--- config.mk ---
export PLATFORM = sky130hd
export DESIGN_NAME = instr_word_encoder
export DESIGN_NICKNAME = d
export VERILOG_FILES = /design/src/rtl/instr_word_encoder.sv
export SDC_FILE = /design/constraint.sdc
export NUM_CORES = 1
export LEC_CHECK = 0
export ABC_AREA = 0
export CORE_UTILIZATION = 54
export DETAILED_ROUTE_END_ITERATION = 10
export GPL_TIMING_DRIVEN = 0
export PLACE_DENSITY = 0.8
export SYNTH_ARGS = -nofsm -noshare
export SYNTH_HDL_FRONTEND = slang
export SYNTH_SLANG_ARGS = --single-unit
--- constraint.sdc ---
create_clock -name clk -period 3 [get_ports clk]
set_clock_uncertainty 0.15 [all_clocks]
set_input_delay 0.75 -clock clk [delete_from_list [all_inputs] [get_ports clk]]
set_output_delay 0.75 -clock clk [all_outputs]
set_load 0.05 [all_outputs]
--- src/rtl/instr_word_encoder.sv ---
// MIPS instruction-word encoder: mnemonic plus register/immediate fields in, 32-bit words out.
// Encoded words are queued in a small FIFO and tagged with an auto-incrementing byte address.
module instr_word_encoder #(
    parameter int                    DEPTH      = 4,
    parameter int                    ADDR_WIDTH = 32,
    parameter logic [ADDR_WIDTH-1:0] BASE_ADDR  = '0
) (
    input  logic                     clk,
    input  logic                     rst_n,
    input  logic [4:0]               op_in,
    input  logic [4:0]               rs_in,
    input  logic [4:0]               rt_in,
    input  logic [4:0]               rd_in,
    input  logic [4:0]               shamt_in,
    input  logic [15:0]              imm_in,
    input  logic                     valid_in,
    output logic                     ready_out,
    input  logic                     flush_in,
    output logic [31:0]              instruction_out,
    output logic [ADDR_WIDTH-1:0]    address_out,
    output logic                     valid_out,
    input  logic                     ready_in,
    output logic [$clog2(DEPTH):0]   count_out,
    output logic                     error_out
);

    localparam int PTR_W = $clog2(DEPTH);
    localparam int CNT_W = PTR_W + 1;

    typedef enum logic [4:0] {
        OP_ADD   = 5'd0,  OP_ADDU  = 5'd1,  OP_SUB  = 5'd2,  OP_AND  = 5'd3,
        OP_OR    = 5'd4,  OP_NOR   = 5'd5,  OP_SLL  = 5'd6,  OP_SRL  = 5'd7,
        OP_SLT   = 5'd8,  OP_ADDI  = 5'd9,  OP_ADDIU = 5'd10, OP_ANDI = 5'd11,
        OP_ORI   = 5'd12, OP_SLTI  = 5'd13, OP_SLTIU = 5'd14, OP_LUI  = 5'd15,
        OP_BEQ   = 5'd16, OP_BNE   = 5'd17, OP_LW   = 5'd18, OP_SW   = 5'd19
    } mnemonicT;

    mnemonicT          mnemonic;
    logic              isRType;
    logic              zeroRs;
    logic              keepShamt;
    logic              opLegal;
    logic [5:0]        funct;
    logic [5:0]        opcode;
    logic [4:0]        rsField;
    logic [4:0]        shamtField;
    logic [31:0]       encWord;

    logic [31:0]       fifoMem [DEPTH];
    logic [PTR_W-1:0]  wrPtr;
    logic [PTR_W-1:0]  rdPtr;
    logic [CNT_W-1:0]  count;
    logic [ADDR_WIDTH-1:0] addrReg;
    logic              errReg;

    logic              pushReq;
    logic              popReq;
    logic              doWrite;

    assign mnemonic = mnemonicT'(op_in);

    // NOTE: every output of this block gets a default first, so no path can infer a latch.
    always_comb begin
        isRType   = 1'b0;
        zeroRs    = 1'b0;
        keepShamt = 1'b0;
        opLegal   = 1'b1;
        funct     = 6'h00;
        opcode    = 6'h00;
        case (mnemonic)
            OP_ADD:   begin isRType = 1'b1; funct = 6'h20; end
            OP_ADDU:  begin isRType = 1'b1; funct = 6'h21; end
            OP_SUB:   begin isRType = 1'b1; funct = 6'h22; end
            OP_AND:   begin isRType = 1'b1; funct = 6'h24; end
            OP_OR:    begin isRType = 1'b1; funct = 6'h25; end
            OP_NOR:   begin isRType = 1'b1; funct = 6'h27; end
            OP_SLL:   begin isRType = 1'b1; funct = 6'h00; zeroRs = 1'b1; keepShamt = 1'b1; end
            OP_SRL:   begin isRType = 1'b1; funct = 6'h02; zeroRs = 1'b1; keepShamt = 1'b1; end
            OP_SLT:   begin isRType = 1'b1; funct = 6'h2A; end
            OP_ADDI:  opcode = 6'h08;
            OP_ADDIU: opcode = 6'h09;
            OP_ANDI:  opcode = 6'h0C;
            OP_ORI:   opcode = 6'h0D;
            OP_SLTI:  opcode = 6'h0A;
            OP_SLTIU: opcode = 6'h0B;
            OP_LUI:   begin opcode = 6'h0F; zeroRs = 1'b1; end
            OP_BEQ:   opcode = 6'h04;
            OP_BNE:   opcode = 6'h05;
            OP_LW:    opcode = 6'h23;
            OP_SW:    opcode = 6'h2B;
            default:  opLegal = 1'b0;
        endcase
    end

    assign rsField    = zeroRs ? 5'd0 : rs_in;
    assign shamtField = keepShamt ? shamt_in : 5'd0;
    assign encWord    = isRType ? {6'h00, rsField, rt_in, rd_in, shamtField, funct}
                                : {opcode, rsField, rt_in, imm_in};

    assign ready_out = (count != CNT_W'(DEPTH));
    assign valid_out = (count != '0);
    assign pushReq   = valid_in && ready_out;
    assign popReq    = valid_out && ready_in;
    assign doWrite   = pushReq && opLegal && !flush_in;

    // NOTE: storage is deliberately not reset; valid_out masks stale entries, so clearing
    // the pointers and count is enough and the array can map onto plain RAM.
    always_ff @(posedge clk) begin
        if (doWrite) begin
            fifoMem[wrPtr] <= encWord;
        end
    end

    // NOTE: all state updates use non-blocking assignments so every register samples pre-edge values.
    always_ff @(posedge clk or negedge rst_n) begin
        if (!rst_n) begin
            wrPtr   <= '0;
            rdPtr   <= '0;
            count   <= '0;
            addrReg <= BASE_ADDR;
            errReg  <= 1'b0;
        end else if (flush_in) begin
            wrPtr   <= '0;
            rdPtr   <= '0;
            count   <= '0;
            addrReg <= BASE_ADDR;
            errReg  <= 1'b0;
        end else begin
            if (doWrite) begin
                wrPtr <= wrPtr + 1'b1;
            end
            if (popReq) begin
                rdPtr   <= rdPtr + 1'b1;
                addrReg <= addrReg + ADDR_WIDTH'(4);
            end
            case ({doWrite, popReq})
                2'b10:   count <= count + 1'b1;
                2'b01:   count <= count - 1'b1;
                default: count <= count;
            endcase
            // Illegal mnemonics are dropped, but the fault stays visible until flush or reset.
            if (pushReq && !opLegal) begin
                errReg <= 1'b1;
            end
        end
    end

    assign instruction_out = valid_out ? fifoMem[rdPtr] : 32'h0;
    assign address_out     = addrReg;
    assign count_out       = count;
    assign error_out       = errReg;

endmodule

== Word-level counts from Yosys, hierarchy flattened ==
Memory sizes are Yosys's and may differ from the RTL's.
Index checks and enable logic that the tools add are counted.

* Bits in latches: 0
* Bits in registers: 40
* Input bits: 46
* Memory bits (read-only): 0
* Word-level logic and storage cells: 72
* RAM bits: 128
* Output and inout port bits: 70
* Memories: 1

{| class="wikitable"
|+ Memory list
! memory !! depth !! width !! read ports !! clocked after Yosys merged registers in !! write ports !! line !! text
|-
| fifoMem || 4 || 32 || 1 || 0 || 1 || 49 || <nowiki>logic [31:0] fifoMem [DEPTH];</nowiki>
|}

* $lt $le $gt $ge: 0
* Add/subtract/negate cells: 5
* Muxes and demuxes: 22
* Divide/modulo/power cells: 0
* Equal/unequal tests: 22
* Bitwise gates (word level): 0
* Reductions and logical operators: 17
* Shift-type cells: 0
* Multiply operators: 0

{| class="wikitable"
|+ Operator list
! cell !! count
|-
| 32-bit two-way mux || 4
|-
| 6-bit case mux with 11 select lines || 1
|-
| 6-bit case mux with 8 select lines || 1
|-
| 5-bit by 4-bit equality test with 1-bit output, second input constant || 8
|-
| 32-bit by 3-bit adder with 32-bit output, second input constant || 1
|-
| 5-bit by 3-bit equality test with 1-bit output, second input constant || 4
|-
| 5-bit equality test, second input constant || 4
|-
| 20-bit OR reduction || 1
|-
| 5-bit by 2-bit equality test with 1-bit output, second input constant || 2
|-
| 5-bit two-way mux || 2
|-
| 9-bit OR reduction || 1
|-
| 1-bit two-way mux || 8
|-
| 2-bit two-way mux || 4
|-
| 3-bit case mux with 2 select lines || 1
|-
| 2-bit nonzero test || 3
|-
| 3-bit nonzero test || 2
|-
| 5-bit by 1-bit equality test with 1-bit output, second input constant || 1
|-
| 1-bit logical AND || 5
|-
| 5-bit zero test || 1
|-
| 2-bit by 1-bit adder with 2-bit output, second input constant || 2
|-
| 3-bit by 1-bit adder with 3-bit output, second input constant || 1
|-
| 3-bit two-way mux || 1
|-
| 3-bit inequality test, second input constant || 1
|-
| 3-bit OR reduction || 1
|-
| 5 further kinds || 6
|}

== Logic depth before layout (Yosys ltp) ==
* Depth after elaboration: 8
* Gate-level depth with buffers: 8
* Depth with buffers taken out: 7

== Worst setup path before layout ==
No wires, ideal clock.

* Path kind: input port to flip-flop
* Start point: in op_in[3]
* End point: mem fifoMem[2][0] (enable)
* Stages on the path: 5
* Arrival time: 2428 ps
* Data required time: 2459 ps
* Path slack: 31 ps
* Setup time: 391 ps
* Path buffers: 1
* Cells stage by stage: buf_2 > o21ai_0 > nand2_1 > nor3b_1 > and2_1

* Cells in the longest elaborated chain, start to end: 7
* Elaborated cells on any way between the ends: 26
* Classes of those cells: 19 x eq/ne; 3 x mux; 4 x reduce/logical

{| class="wikitable"
|+ Ends and longest elaborated chain
! item !! line !! text
|-
| start: declaration || 10 || <nowiki>input logic [4:0] op_in,</nowiki>
|-
| 5-bit equality test (tied with other cells) || 70 || <nowiki>case (mnemonic)</nowiki>
|-
| 20-bit OR reduction (no source line) (*) || n/a ||
|-
| 1-bit two-way mux (*) || 70 ||
|-
| 1-bit logical AND (*) (2 in series) || 104 || <nowiki>assign doWrite = pushReq && opLegal && !flush_in;</nowiki>
|-
| 1-bit two-way mux (*) || 109 || <nowiki>if (doWrite) begin</nowiki>
|-
| 1-bit two-way mux (not written as such) (*) || 110 || <nowiki>fifoMem[wrPtr] <= encWord;</nowiki>
|-
| end: declaration || 49 ||
|}

Mark *: on every way between the ends. The rest lies on a longest branch, timed or not.

== Worst setup path in the final report ==
* Start point: reg count[0], in the netlist count_out[0]
* End point: out instruction_out[31]

* Cells in the longest elaborated chain, start to end: 2

{| class="wikitable"
|+ Ends and longest elaborated chain
! item !! line !! text
|-
| start: declaration || 52 || <nowiki>logic [CNT_W-1:0] count;</nowiki>
|-
| start signal: assignment || 137 || <nowiki>2'b10: count <= count + 1'b1;</nowiki>
|-
| start signal: assignment || 138 || <nowiki>2'b01: count <= count - 1'b1;</nowiki>
|-
| start signal: assignment || 139 || <nowiki>default: count <= count;</nowiki>
|-
| 3-bit nonzero test || 101 || <nowiki>assign valid_out = (count != '0);</nowiki>
|-
| 32-bit two-way mux || 148 || <nowiki>assign instruction_out = valid_out ? fifoMem[rdPtr] : 32'h0;</nowiki>
|-
| end: declaration || 19 || <nowiki>output logic [31:0] instruction_out,</nowiki>
|}

No other way between the ends.

==> summary.md <==
| Metric | Value |
|---|---|
| Status | `completed` |
| Buffer cell driving the clock tree root | `sky130_fd_sc_hd__clkbuf_16` |
| Wirelength per Cell | `19.3 um` |
| Slowest cell delay on critical path | `0.56 ns` |
| Share of synthesized flip-flops with an asynchronous set or reset | `23.5%` |
| Worst min-delay path category | `input pin to async pin` |
| Final Total Pwr | `7400 uW` |
| Half-perimeter wire length after placement | `10200 um` |
| Layout cell share with drive strength beyond 1 | `21.9%` |
| Cells taking the most area after synthesis | `sky130_fd_sc_hd__edfxtp_1 51%, sky130_fd_sc_hd__dfrtp_1 13%, sky130_fd_sc_hd__mux4_2 9.5%, sky130_fd_sc_hd__nor2b_1 3.3%, sky130_fd_sc_hd__a21oi_1 1.4%` |
| Clock network latency to the later pin of the worst-skew pair | `0.42 ns` |
| Clock tree from TritonCTS | `done` |
| Data arrival time of the critical path | `2.02 ns` |
| Clk sink count | `162` |
| Die Ht | `119 um` |
| Setup slack on the worst flop-to-flop path | `0.34 ns` |
| Initial antenna violation count | `0` |
| Number of primary I/O pins | `116` |
| Total Negative Setup Slacks | `0 ns` |
| Pwr/cell area | `804 nW/um^2` |
| Slew Viols, Final | `0` |
| Number of standard cells after synthesis | `492` |
| Detailed-route wire length | `15700 um` |
| CP Capture Point | `instruction_out[31]` |
| Worst setup slack after layout | `0.0794 ns` |
| Antenna viol nets, final | `0` |
| Maxcap violations | `0` |
| Fmax | `342 MHz` |
| Final standard cell area without fillers | `9200 um^2` |
| Cell type contributing the most total cell area after synthesis | `sky130_fd_sc_hd__edfxtp_1` |
| Final weighted congestion in routability-driven placement | `0.880` |
| Startpoint-to-endpoint class of the critical path | `flip-flop to output port` |
| Category of the worst setup path launch point | `flip-flop` |
| Die area | `14100 um^2` |
| Post-synth top flop | `sky130_fd_sc_hd__edfxtp_1` |
| Area inside the core boundary | `13200 um^2` |
| Critical Path Start | `count_out[0]$_DFFE_PN0P_` |
| Final worst path period need | `2.92 ns` |
| Hold violation count in the final report | `0` |
| Data required time at the worst endpoint | `2.10 ns` |
| PortBufs | `109` |
| Cell type of the slowest stage on the worst timing path | `sky130_fd_sc_hd__dfrtp_1` |
| Largest net degree at the start of global routing | `39` |
| Post-route DRC violation count | `0` |
| Launch instance of the worst register-to-register path | `count_out[1]$_DFFE_PN0P_` |
| Library cells used by synthesis | `54` |
| Average size of a mapped cell | `14.9 um^2` |
| Relative slew slack | `42.8%` |
| DR pass1 iterations | `5` |
| Net count, final | `677` |
| Via count | `4720` |
| Portion of synthesized cell area occupied by the leading cell type | `50.8%` |
| Worst slew pin tran | `0.858 ns` |
| Yosys synthesis warning count | `0` |
| Cell mode on critical path | `sky130_fd_sc_hd__buf_4` |
| GRT Util Overall | `23.2%` |
| First-pass GRT wire length | `24500 um` |
| Final hold slack | `0.284 ns` |
| Number of diodes added for antenna fixing | `0` |
| Worst-path maximum fanout | `9` |
| GRT Residual Overflow | `0` |
| Worst path cell trace | `nor3_4 -> buf_4 -> buf_4 -> nor2b_1 -> dlygate4sd2_1` |
| Number of vias per cell after detailed routing | `5.80` |
| Lkg Pwr | `0.00327 uW` |
| Area after DPL | `8650 um^2` |
| Number of buffers added to fix hold violations after cts | `0` |
| Part of the Yosys area used for sequential elements | `63.7%` |
| Vias in the first global route | `4852` |
| Register clock-pin slew on the reported worst setup and hold paths | `0.06 ns` |
| Tcrit/Tclk final | `97.4%` |
| Pre-CTS setup slack | `-0.536 ns` |
| Post-synth EDFFs | `124` |
| Relative area change from synthesis to final layout | `25.5%` |
| Critical path endpoint category | `output port` |
| Std-Cell Rows | `42` |
| Worst flop-to-flop path endpoint | `count_out[2]$_DFFE_PN0P_` |
| Number of buffers created by CTS | `17` |
| Cell count of the worst reg-to-reg path | `8` |
| Starting DRT DRC Count | `335` |
| H-Tree Depth | `4` |
| Max Root-Sink Buffers | `2` |
| Synthesized area | `7330 um^2` |
| VDD IR max | `467 uV` |
| Starting Density | `55.4%` |
| Total setup violations reported at the end of the flow | `0` |
| Chip width | `119 um` |
| Synthesis-stage register bit count | `162` |
metrics by stage:
stage,cells,util (%)
6_report,814,69.5
5_1_grt,814,69.5
4_1_cts,811,69.8
3_5_place_dp,779,65.3
3_3_place_gp,779,65.3
2_1_floorplan,494,-
placed cells by master, fill, tap and decap left out, types with 5 or more instances in the layout:
cell type,instances
sky130_fd_sc_hd__a22o_1,6
sky130_fd_sc_hd__clkinv_4,5
sky130_fd_sc_hd__edfxtp_1,124
sky130_fd_sc_hd__or3_1,8
sky130_fd_sc_hd__nor2b_1,39
sky130_fd_sc_hd__inv_1,8
sky130_fd_sc_hd__buf_6,8
sky130_fd_sc_hd__clkdlybuf4s50_1,75
sky130_fd_sc_hd__o21ai_0,16
sky130_fd_sc_hd__clkbuf_2,10
sky130_fd_sc_hd__or4_1,12
sky130_fd_sc_hd__xor2_1,11
sky130_fd_sc_hd__ha_1,5
sky130_fd_sc_hd__nor2_1,28
sky130_fd_sc_hd__nand4_1,9
sky130_fd_sc_hd__clkbuf_1,11
sky130_fd_sc_hd__dfrtp_1,38
sky130_fd_sc_hd__mux2_2,7
sky130_fd_sc_hd__buf_2,29
sky130_fd_sc_hd__nand2_1,12
sky130_fd_sc_hd__nand3_1,11
sky130_fd_sc_hd__buf_4,5
sky130_fd_sc_hd__a21oi_1,21
sky130_fd_sc_hd__clkbuf_16,17
sky130_fd_sc_hd__mux4_2,31
sky130_fd_sc_hd__o31ai_1,12
cell families (layout without fill, tap and decap cells):
kind of cell | Yosys count | count (layout) | share of synthesized area [%]
buffers and inverters | 43 | 186 | 3.29
muxes | 41 | 41 | 11.0
DFF | 162 | 162 | 63.7
xor gates and xnor gates | 15 | 15 | 1.79
other | 1 | 3 | 0.0511
adders and majority gates | 6 | 6 | 1.13
AOI/OAI and AO/OA | 75 | 75 | 7.03
and+or+nand+nor | 149 | 150 | 12.0
timing repair:
action	in CTS	in global routing
resized for setup	116	53
setup endpoints to repair	157	157
buffers inserted	0	2
pin swaps	0	2
gates cloned	0	1
metal layers:
metal / track usage, % / vias up / wire length [um]
li1: - / 2162 / -
met1: 27.2 / 2366 / 6290
met2: 40.4 / 168 / 8200
met3: 5.84 / 24 / 942
met4: 10.2 / 0 / 282
met5: 0 / - / 0
sequential cells by signal, indices dropped and copies added (netlist names):
signal	count
address_out	30
count_out	3
error_out	1
fifoMem	124
rdPtr	2
wrPtr	2
worst max-delay path: cells and delay by family, from the launching register on:
kind	cells	cell delay [ns]
simple gates	2	0.20
flops	1	0.56
buf+inv	3	0.84
report_power, final:
group	switching, uW	internal [uW]	total [uW]
registers	76.9	2520	2600
logic	1760	899	2650
clock network	842	1310	2150
total	2670	4730	7400
synth_stat cells (all sizes together) (11+ instances only):
library cell / number
dfrtp: 38
nor2: 28
a21oi: 21
o21ai: 17
or4: 12
edfxtp: 124
nand3: 12
xor2: 11
o31ai: 12
nor2b: 39
nand2: 12
buf: 20
clkbuf: 14
mux4: 31
area by class of cell:
type,count,area [um^2]
sequential,162,4670
fill,905,4040
multi-input combinational,290,2460
timing repair buffer,111,956
clock buffer,19,433
buffer,35,268
tap,176,220
clock inverter,13,161
inverter,8,30.0
worst min-delay path by stage:
stage,end,slack [ns],cells after the start
2_1_floorplan,address_out[10]$_DFFE_PN0N_,0.30,0
3_3_place_gp,error_out$_DFFE_PN0P_,0.33,2
3_5_place_dp,error_out$_DFFE_PN0P_,0.34,2
4_1_cts,address_out[2]$_DFFE_PN0N_,0.30,1
5_1_grt,address_out[2]$_DFFE_PN0N_,0.36,1
6_report,address_out[2]$_DFFE_PN0N_,0.28,1
No activity file was read; power rests on OpenSTA's default activity.
